$ cat config.mk
export PLATFORM = sky130hd
export DESIGN_NAME = lut4_cfg_ctrl
export DESIGN_NICKNAME = d
export VERILOG_FILES = /design/src/rtl/lut4_cfg_ctrl.sv
export SDC_FILE = /design/constraint.sdc
export NUM_CORES = 1
export LEC_CHECK = 0
export BUFFER_PORTS_ARGS = -buffer_cell sky130_fd_sc_hd__buf_4
export CAP_MARGIN = 0
export CORE_MARGIN = 3
export CORE_UTILIZATION = 60
export DETAILED_ROUTE_END_ITERATION = 7
export GPL_ROUTABILITY_DRIVEN = 0
export GPL_TIMING_DRIVEN = 0
export PLACE_DENSITY_LB_ADDON = 0.12
export SLEW_MARGIN = 20
export SYNTH_ARGS = -nofsm -noshare
export SYNTH_HDL_FRONTEND = slang
export SYNTH_SLANG_ARGS = --single-unit
$ cat constraint.sdc
create_clock -name CLK -period 3 [get_ports CLK]
set_input_delay 0.45 -clock CLK [delete_from_list [all_inputs] [get_ports CLK]]
set_output_delay 0.45 -clock CLK [all_outputs]
set_load 0.01 [all_outputs]
$ cat src/rtl/lut4_cfg_ctrl.sv
// Four-slot LUT4 evaluator with a serial reconfiguration controller.
// A new truth table is shifted through a working register before being committed to its slot.
module lut4_cfg_ctrl #(
    parameter logic [15:0] INIT0 = 16'h0000,
    parameter logic [15:0] INIT1 = 16'h0000,
    parameter logic [15:0] INIT2 = 16'h0000,
    parameter logic [15:0] INIT3 = 16'h0000
) (
    input  logic        CLK,
    input  logic        RSTN,
    input  logic        CFG_VALID,
    output logic        CFG_READY,
    input  logic [1:0]  CFG_SLOT,
    input  logic [15:0] CFG_DATA,
    input  logic [1:0]  EV_SEL,
    input  logic [3:0]  EV_I,
    output logic        EV_O,
    output logic        CDO,
    output logic        BUSY,
    output logic        DONE
);

    typedef enum logic [1:0] {
        ST_IDLE   = 2'd0,
        ST_SHIFT  = 2'd1,
        ST_COMMIT = 2'd2
    } state_t;

    localparam logic [3:0][15:0] INIT_TBL = {INIT3, INIT2, INIT1, INIT0};

    state_t            state_reg;
    state_t            state_next;
    logic [15:0]       s_reg;
    logic [15:0]       w_reg;
    logic [1:0]        slot_reg;
    logic [3:0]        cnt_reg;
    logic              ev_reg;
    logic [3:0][15:0]  tbl;
    logic              accept;
    logic              commit_en;
    logic              ready_int;

    // Next-state and status outputs. Every output is forced low while reset is held.
    always_comb begin
        state_next = state_reg;
        ready_int  = 1'b0;
        BUSY       = 1'b0;
        DONE       = 1'b0;
        commit_en  = 1'b0;
        case (state_reg)
            ST_IDLE: begin
                ready_int = 1'b1;
                if (CFG_VALID) begin
                    state_next = ST_SHIFT;
                end
            end
            ST_SHIFT: begin
                BUSY = 1'b1;
                if (cnt_reg == 4'd15) begin
                    state_next = ST_COMMIT;
                end
            end
            ST_COMMIT: begin
                BUSY       = 1'b1;
                DONE       = 1'b1;
                commit_en  = 1'b1;
                state_next = ST_IDLE;
            end
            default: begin
                state_next = ST_IDLE;
            end
        endcase
        ready_int = ready_int & RSTN;
        BUSY      = BUSY & RSTN;
        DONE      = DONE & RSTN;
        commit_en = commit_en & RSTN;
    end

    assign CFG_READY = ready_int;
    assign accept    = ready_int & CFG_VALID;

    always_ff @(posedge CLK) begin
        if (!RSTN) begin
            state_reg <= ST_IDLE;
        end else begin
            state_reg <= state_next;
        end
    end

    // Working registers: S feeds new bits MSB-first into W while W's old MSB leaves on CDO.
    always_ff @(posedge CLK) begin
        if (!RSTN) begin
            s_reg    <= 16'h0000;
            w_reg    <= 16'h0000;
            slot_reg <= 2'd0;
            cnt_reg  <= 4'd0;
        end else if (accept) begin
            s_reg    <= CFG_DATA;
            w_reg    <= tbl[CFG_SLOT];
            slot_reg <= CFG_SLOT;
            cnt_reg  <= 4'd0;
        end else if (state_reg == ST_SHIFT) begin
            s_reg   <= {s_reg[14:0], 1'b0};
            w_reg   <= {w_reg[14:0], s_reg[15]};
            cnt_reg <= cnt_reg + 4'd1;
        end
    end

    // One register per slot; the slot under load keeps its old contents until COMMIT ends.
    generate
        for (genvar gi = 0; gi < 4; gi++) begin : gen_slot
            logic [15:0] tbl_reg;
            always_ff @(posedge CLK) begin
                if (!RSTN) begin
                    tbl_reg <= INIT_TBL[gi];
                end else if (commit_en && (slot_reg == 2'(gi))) begin
                    tbl_reg <= w_reg;
                end
            end
            assign tbl[gi] = tbl_reg;
        end
    endgenerate

    always_ff @(posedge CLK) begin
        if (!RSTN) begin
            ev_reg <= 1'b0;
        end else begin
            ev_reg <= tbl[EV_SEL][EV_I];
        end
    end

    assign EV_O = ev_reg & RSTN;
    assign CDO  = (state_reg != ST_IDLE) & w_reg[15] & RSTN;

endmodule

### Yosys cells after proc, flatten, opt, wreduce, memory -nomap -nowiden

Index checks and enable logic that the tools add are counted.

| storage, ports and cells | value |
|---|---|
| register bits after elaboration | 105 |
| memory bits (read-only) | 0 |
| memories | 0 |
| bits in latches | 0 |
| output and inout bits | 5 |
| logic and storage cells | 57 |
| RAM bits | 0 |

| operators by class | value |
|---|---|
| reduce and logical (&&, ||, !) cells | 11 |
| add/sub/neg operators | 1 |
| equality and inequality tests | 8 |
| bitwise gates (word level) | 8 |
| mux-type cells | 16 |
| $lt $le $gt $ge | 3 |
| div/mod/pow operators | 0 |
| shift-type cells | 0 |
| multiply operators | 0 |

Operators with widths:

| cell | count |
|---|---|
| 16-bit 2-to-1 mux | 6 |
| 16-bit binary-select mux with 2-bit select | 2 |
| 1-bit AND | 7 |
| 2-bit == test (second input constant) | 3 |
| 2-bit by 3-bit less-than comparator with 1-bit output (second input constant) | 2 |
| 4-bit by 5-bit less-than comparator with 1-bit output (second input constant) | 1 |
| 4-bit by 1-bit adder with 4-bit output (second input constant) | 1 |
| 1-bit binary-select mux with 4-bit select | 1 |
| 2-bit by 1-bit == test with 1-bit output (second input constant) | 2 |
| 4-bit == test (second input constant) | 1 |
| 1-bit logical AND | 4 |
| 2-bit zero test | 2 |
| 1-bit 2-to-1 mux | 4 |
| 2-bit 2-to-1 mux | 2 |
| 2-bit != test (second input constant) | 2 |
| 2-bit case mux with 2 select lines | 1 |
| 2-bit nonzero test | 2 |
| 2-bit OR reduction | 2 |
| 2-bit AND reduction | 1 |
| 1-bit NOT | 1 |

### Logic depth before layout (Yosys ltp)

| logic depth | value |
|---|---|
| depth after elaboration | 5 |
| mapped depth | 9 |

### Worst setup path after synthesis

Ideal clock, no wire load.

| timing | value |
|---|---|
| kind | input-to-reg |
| start point | input port CFG_SLOT[0] |
| end point | register w_reg[15] |
| required time | 2.884 ns |
| arrival | 1.650 ns |
| path slack | 1.233 ns |
| setup time | 0.116 ns |
| stages | 4 |
| path through | buf_2 -> buf_2 -> mux4_2 -> o211a_1 |

| between the ends | value |
|---|---|
| cells in the longest elaborated chain, start to end | 3 |

RTL lines:

| element | RTL line | text |
|---|---|---|
| start, declared | 13 | `input logic [1:0] CFG_SLOT,` |
| 16-bit binary-select mux with 2-bit select | 99 | `w_reg <= tbl[CFG_SLOT];` |
| 16-bit 2-to-1 mux (implied by the code) | 99 |  |
| 16-bit 2-to-1 mux | 97 | `end else if (accept) begin` |
| end signal, assigned | 99 |  |
| end signal, assigned | 104 | `w_reg <= {w_reg[14:0], s_reg[15]};` |
| end, declared | 34 | `logic [15:0] w_reg;` |

Every way passes these cells. The select of a mux whose other input is x is not followed.
A chain may end at the register's enable or synchronous reset.

### Final worst setup path

| timing | value |
|---|---|
| start point | register state_reg[0] |
| end point | register gen_slot[3].tbl_reg[12] |

| between the ends | value |
|---|---|
| cells in the longest elaborated chain, start to end | 4 |

RTL lines:

| element | RTL line | text |
|---|---|---|
| start, declared | 31 | `state_t state_reg;` |
| start signal, assigned | 86 | `state_reg <= state_next;` |
| 2-bit == test | 50 | `case (state_reg)` |
| 1-bit 2-to-1 mux | 50 |  |
| 1-bit AND | 76 | `commit_en = commit_en & RSTN;` |
| 1-bit logical AND | 116 | `end else if (commit_en && (slot_reg == 2'(gi))) begin` |
| end signal, assigned | 115 | `tbl_reg <= INIT_TBL[gi];` |
| end signal, assigned | 117 | `tbl_reg <= w_reg;` |
| end, declared | 112 | `logic [15:0] tbl_reg;` |

Every way passes these cells.

==> impl_metrics.toml <==
[status]
status = "finished, final reports clean"

[synth]
yosysWarnings = 0
synthAdderAreaFrac_pct = 1.428
synth_cell_types = 38
synthMuxAreaShare_pct = 20.92
synth_area_leaders = "dfxtp_1 40%, mux4_2 13%, nand2_1 12%"
synthFlopType = "dfxtp_1"
seq_area_frac_synth_pct = 39.98
synth_edf_count = 0
synthXorXnorAreaFrac_pct = 0.4998
synth_compound_area_share_pct = 16.68
syn_avg_cell_area_um2 = 9.577
ys_seq_elements = 105
synth_cells = 549
netlist_area_mm2 = 0.005258
syn-num-nets = 582
yosysTopAreaCellShare_pct = 39.98
synth_top_cell_by_area = "dfxtp_1"
ys_async_sr_fraction_pct = 0
synth_top_family_by_area = "multiplexers"
synth-simple-area-share_pct = 15.75

[die]
ios = 32
die_w_um = 99.61
dieHeight_um = 99.61
num_rows = 33
core_area_mm2 = 0.008382
initial_core_util_pct = 62.73
die_area_mm2 = 0.009922

[sta]
relSlewSlack_pct = 54.06
setup_viol = 0
tns_ns = 0
max_freq_ghz = 0.4743
tightestPinTransition_ns = 0.6891
hold_viol = 0
min_period_ns = 2.108
period_share_pct = 70.28
clock-skew-final_ns = 0.01560
slew_viol_final = 0
grt_setup_unrepaired = "no"

[placement]
place_hpwl_mm = 9.332
port_buffers = 25
place_area_mm2 = 0.005577

[clock_tree]
hold_buffers = 0
cts_tree = "yes"
cts-root-buf = "clkbuf_8"
clock_path_buffers = 2
cts_resized = 0
cts_setup_buffers = 0
cts_sinks = 105
path_clk_slew_ns = 0.10
insertion_delay_ns = 0.38
htree_num_levels = 3
cts_buffers = 9

[cells_and_area]
final_nets = 618
seqCellArea_mm2 = 0.002102
drive_gt1_share_pct = 16.78
areaGrowthSynthToFinish_pct = 9.377
largest_reg_flops = 64
design_area_mm2 = 0.005751
n_fill_cell = 688
diodes = 0
multiInputGateArea_mm2 = 0.002907

[global_route]
grt_max_degree = 17
grt_pass1_vias = 4266
track_usage_pct = 28.93
grt_antenna_before_repair = 0
overflow = 0
grt_pass1_wl_mm = 22.15

[routing]
drt-met1-wl_mm = 5.624
vias_per_cell = 6.081
drt_first_pass_iters = 5
drc = 0
wl_met2_mm = 6.684
wire_per_inst_um = 19.56
wl_met3_um = 970
via_count = 4226
routed_wirelength_mm = 13.59
drt_iter0_drc = 292
drtAntennaViolNets = 0
top_layer = "met4"

[pwr]
p_per_area_mw_per_mm2 = 593.0
peakVddDrop_v = 0.0002882
power_leakage_nw = 2.404

[worst_setup_path]
critPathLaunchType = "flop"
cp_max_fo = 10
worstPathCellList = "inv_1, ha_1, nand2_2, inv_1, nand3_1, clkbuf_1, nand2_1, a21boi_0"
critical-path-max-stage-delay_ns = 0.52
regToRegSetupSlack_ns = 0.89
required_ns = 3.30
crit_path_frequent_cell = "inv_1"
path_class = "reg -> reg"
endpoint_kind = "flop"
arrival_ns = 2.41
worst_path_max_delay_cell = "clkbuf_1"

[min_path]
worstHoldPathType = "in -> reg"

[run]
max_cap_viol_count = 0
## per-layer routing
| metal | GRT usage (%) | vias to the layer above |
|---|---|---|
| met5 | 0 | - |
| met1 | 36.95 | 2048 |
| met3 | 4.558 | 27 |
| li1 | - | 1981 |
| met2 | 48.61 | 170 |
| met4 | 12.71 | 0 |
## Yosys cell counts, types with 2 or more instances
| cell type | number |
|---|---|
| a21boi_0 | 62 |
| a21boi_1 | 2 |
| a21oi_1 | 6 |
| a31oi_1 | 2 |
| and2_1 | 4 |
| and3b_1 | 2 |
| buf_2 | 20 |
| buf_4 | 2 |
| buf_6 | 2 |
| clkbuf_1 | 19 |
| clkbuf_2 | 2 |
| dfxtp_1 | 105 |
| ha_1 | 6 |
| inv_1 | 7 |
| mux2i_1 | 36 |
| mux4_1 | 2 |
| mux4_2 | 30 |
| nand2_1 | 169 |
| nand3_1 | 6 |
| nor2_1 | 11 |
| nor2b_1 | 4 |
| o211a_1 | 32 |
| o21ai_0 | 2 |
| xor2_1 | 2 |
## cell families after synthesis
family,Yosys count
AOI/OAI and AO/OA,109
xor gates and xnor gates,3
adders and majority gates,6
buffers and inverters,53
DFF,105
muxes,69
and+or+nand+nor,204
## per-stage QoR
stage          power, mW  setup slack, ns  util, %  std cells  hold WS, ns
6_report           3.410           0.8917    68.61        695       0.3032
5_1_grt            3.580           0.7160    68.61        695       0.3092
4_1_cts            3.410           0.9098    68.61        695       0.3041
3_5_place_dp       2.618           0.9367    66.53        679       0.4655
3_3_place_gp       2.566           0.9803    66.53        679       0.4538
2_1_floorplan      2.348            1.233        -        549       0.4419
## worst max-delay path: cells and delay by family, from the launching register on
| kind | cells | cell delay, ns |
|---|---|---|
| flip-flops | 1 | 0.37 |
| AO/OA/AOI/OAI | 1 | 0.18 |
| buffers and inverters | 3 | 0.71 |
| AND/OR/NAND/NOR | 3 | 0.54 |
| adder cells (fa/ha/maj) | 1 | 0.23 |
## path summary, 6_finish.rpt
kind | from | to | cells past startpoint
hold reg to reg | gen_slot[3].tbl_reg[4] | gen_slot[3].tbl_reg[4] | 2
hold / removal | CFG_DATA[10] | s_reg[10] | 2
setup / recovery | state_reg[0] | gen_slot[3].tbl_reg[12] | 8
setup reg to reg | state_reg[0] | gen_slot[3].tbl_reg[12] | 8
## placed cells by master, fill, tap and decap left out, drive strengths merged, types with 2 or more instances in the layout
master    count
nand2       170
dfxtp       105
a21boi       64
buf          50
mux2i        36
clkbuf       33
o211a        32
mux4         32
nor2         11
inv           7
nand3         6
a21oi         6
ha            6
and2          4
nor2b         4
and3b         2
a31oi         2
o21ai         2
xor2          2
clkinvlp      2
clkinv        2
## final cells by class
type                       count  share of cell area, %
inverter                       7                 0.4569
multi-input combinational    391                  50.54
tap                          105                  2.285
clock inverter                 4                 0.5004
buffer                        46                  3.873
clock buffer                  12                  2.524
sequential                   105                  36.55
timing repair buffer          25                  3.264
## power breakdown
group / total (mW) / internal, mW / switching, mW
Combinational: 0.929 / 0.417 / 0.512
Sequential: 1.67 / 1.53 / 0.142
Clock: 0.812 / 0.326 / 0.487
Total: 3.41 / 2.27 / 1.14
Note: power is estimated with default switching activity, not from simulation.
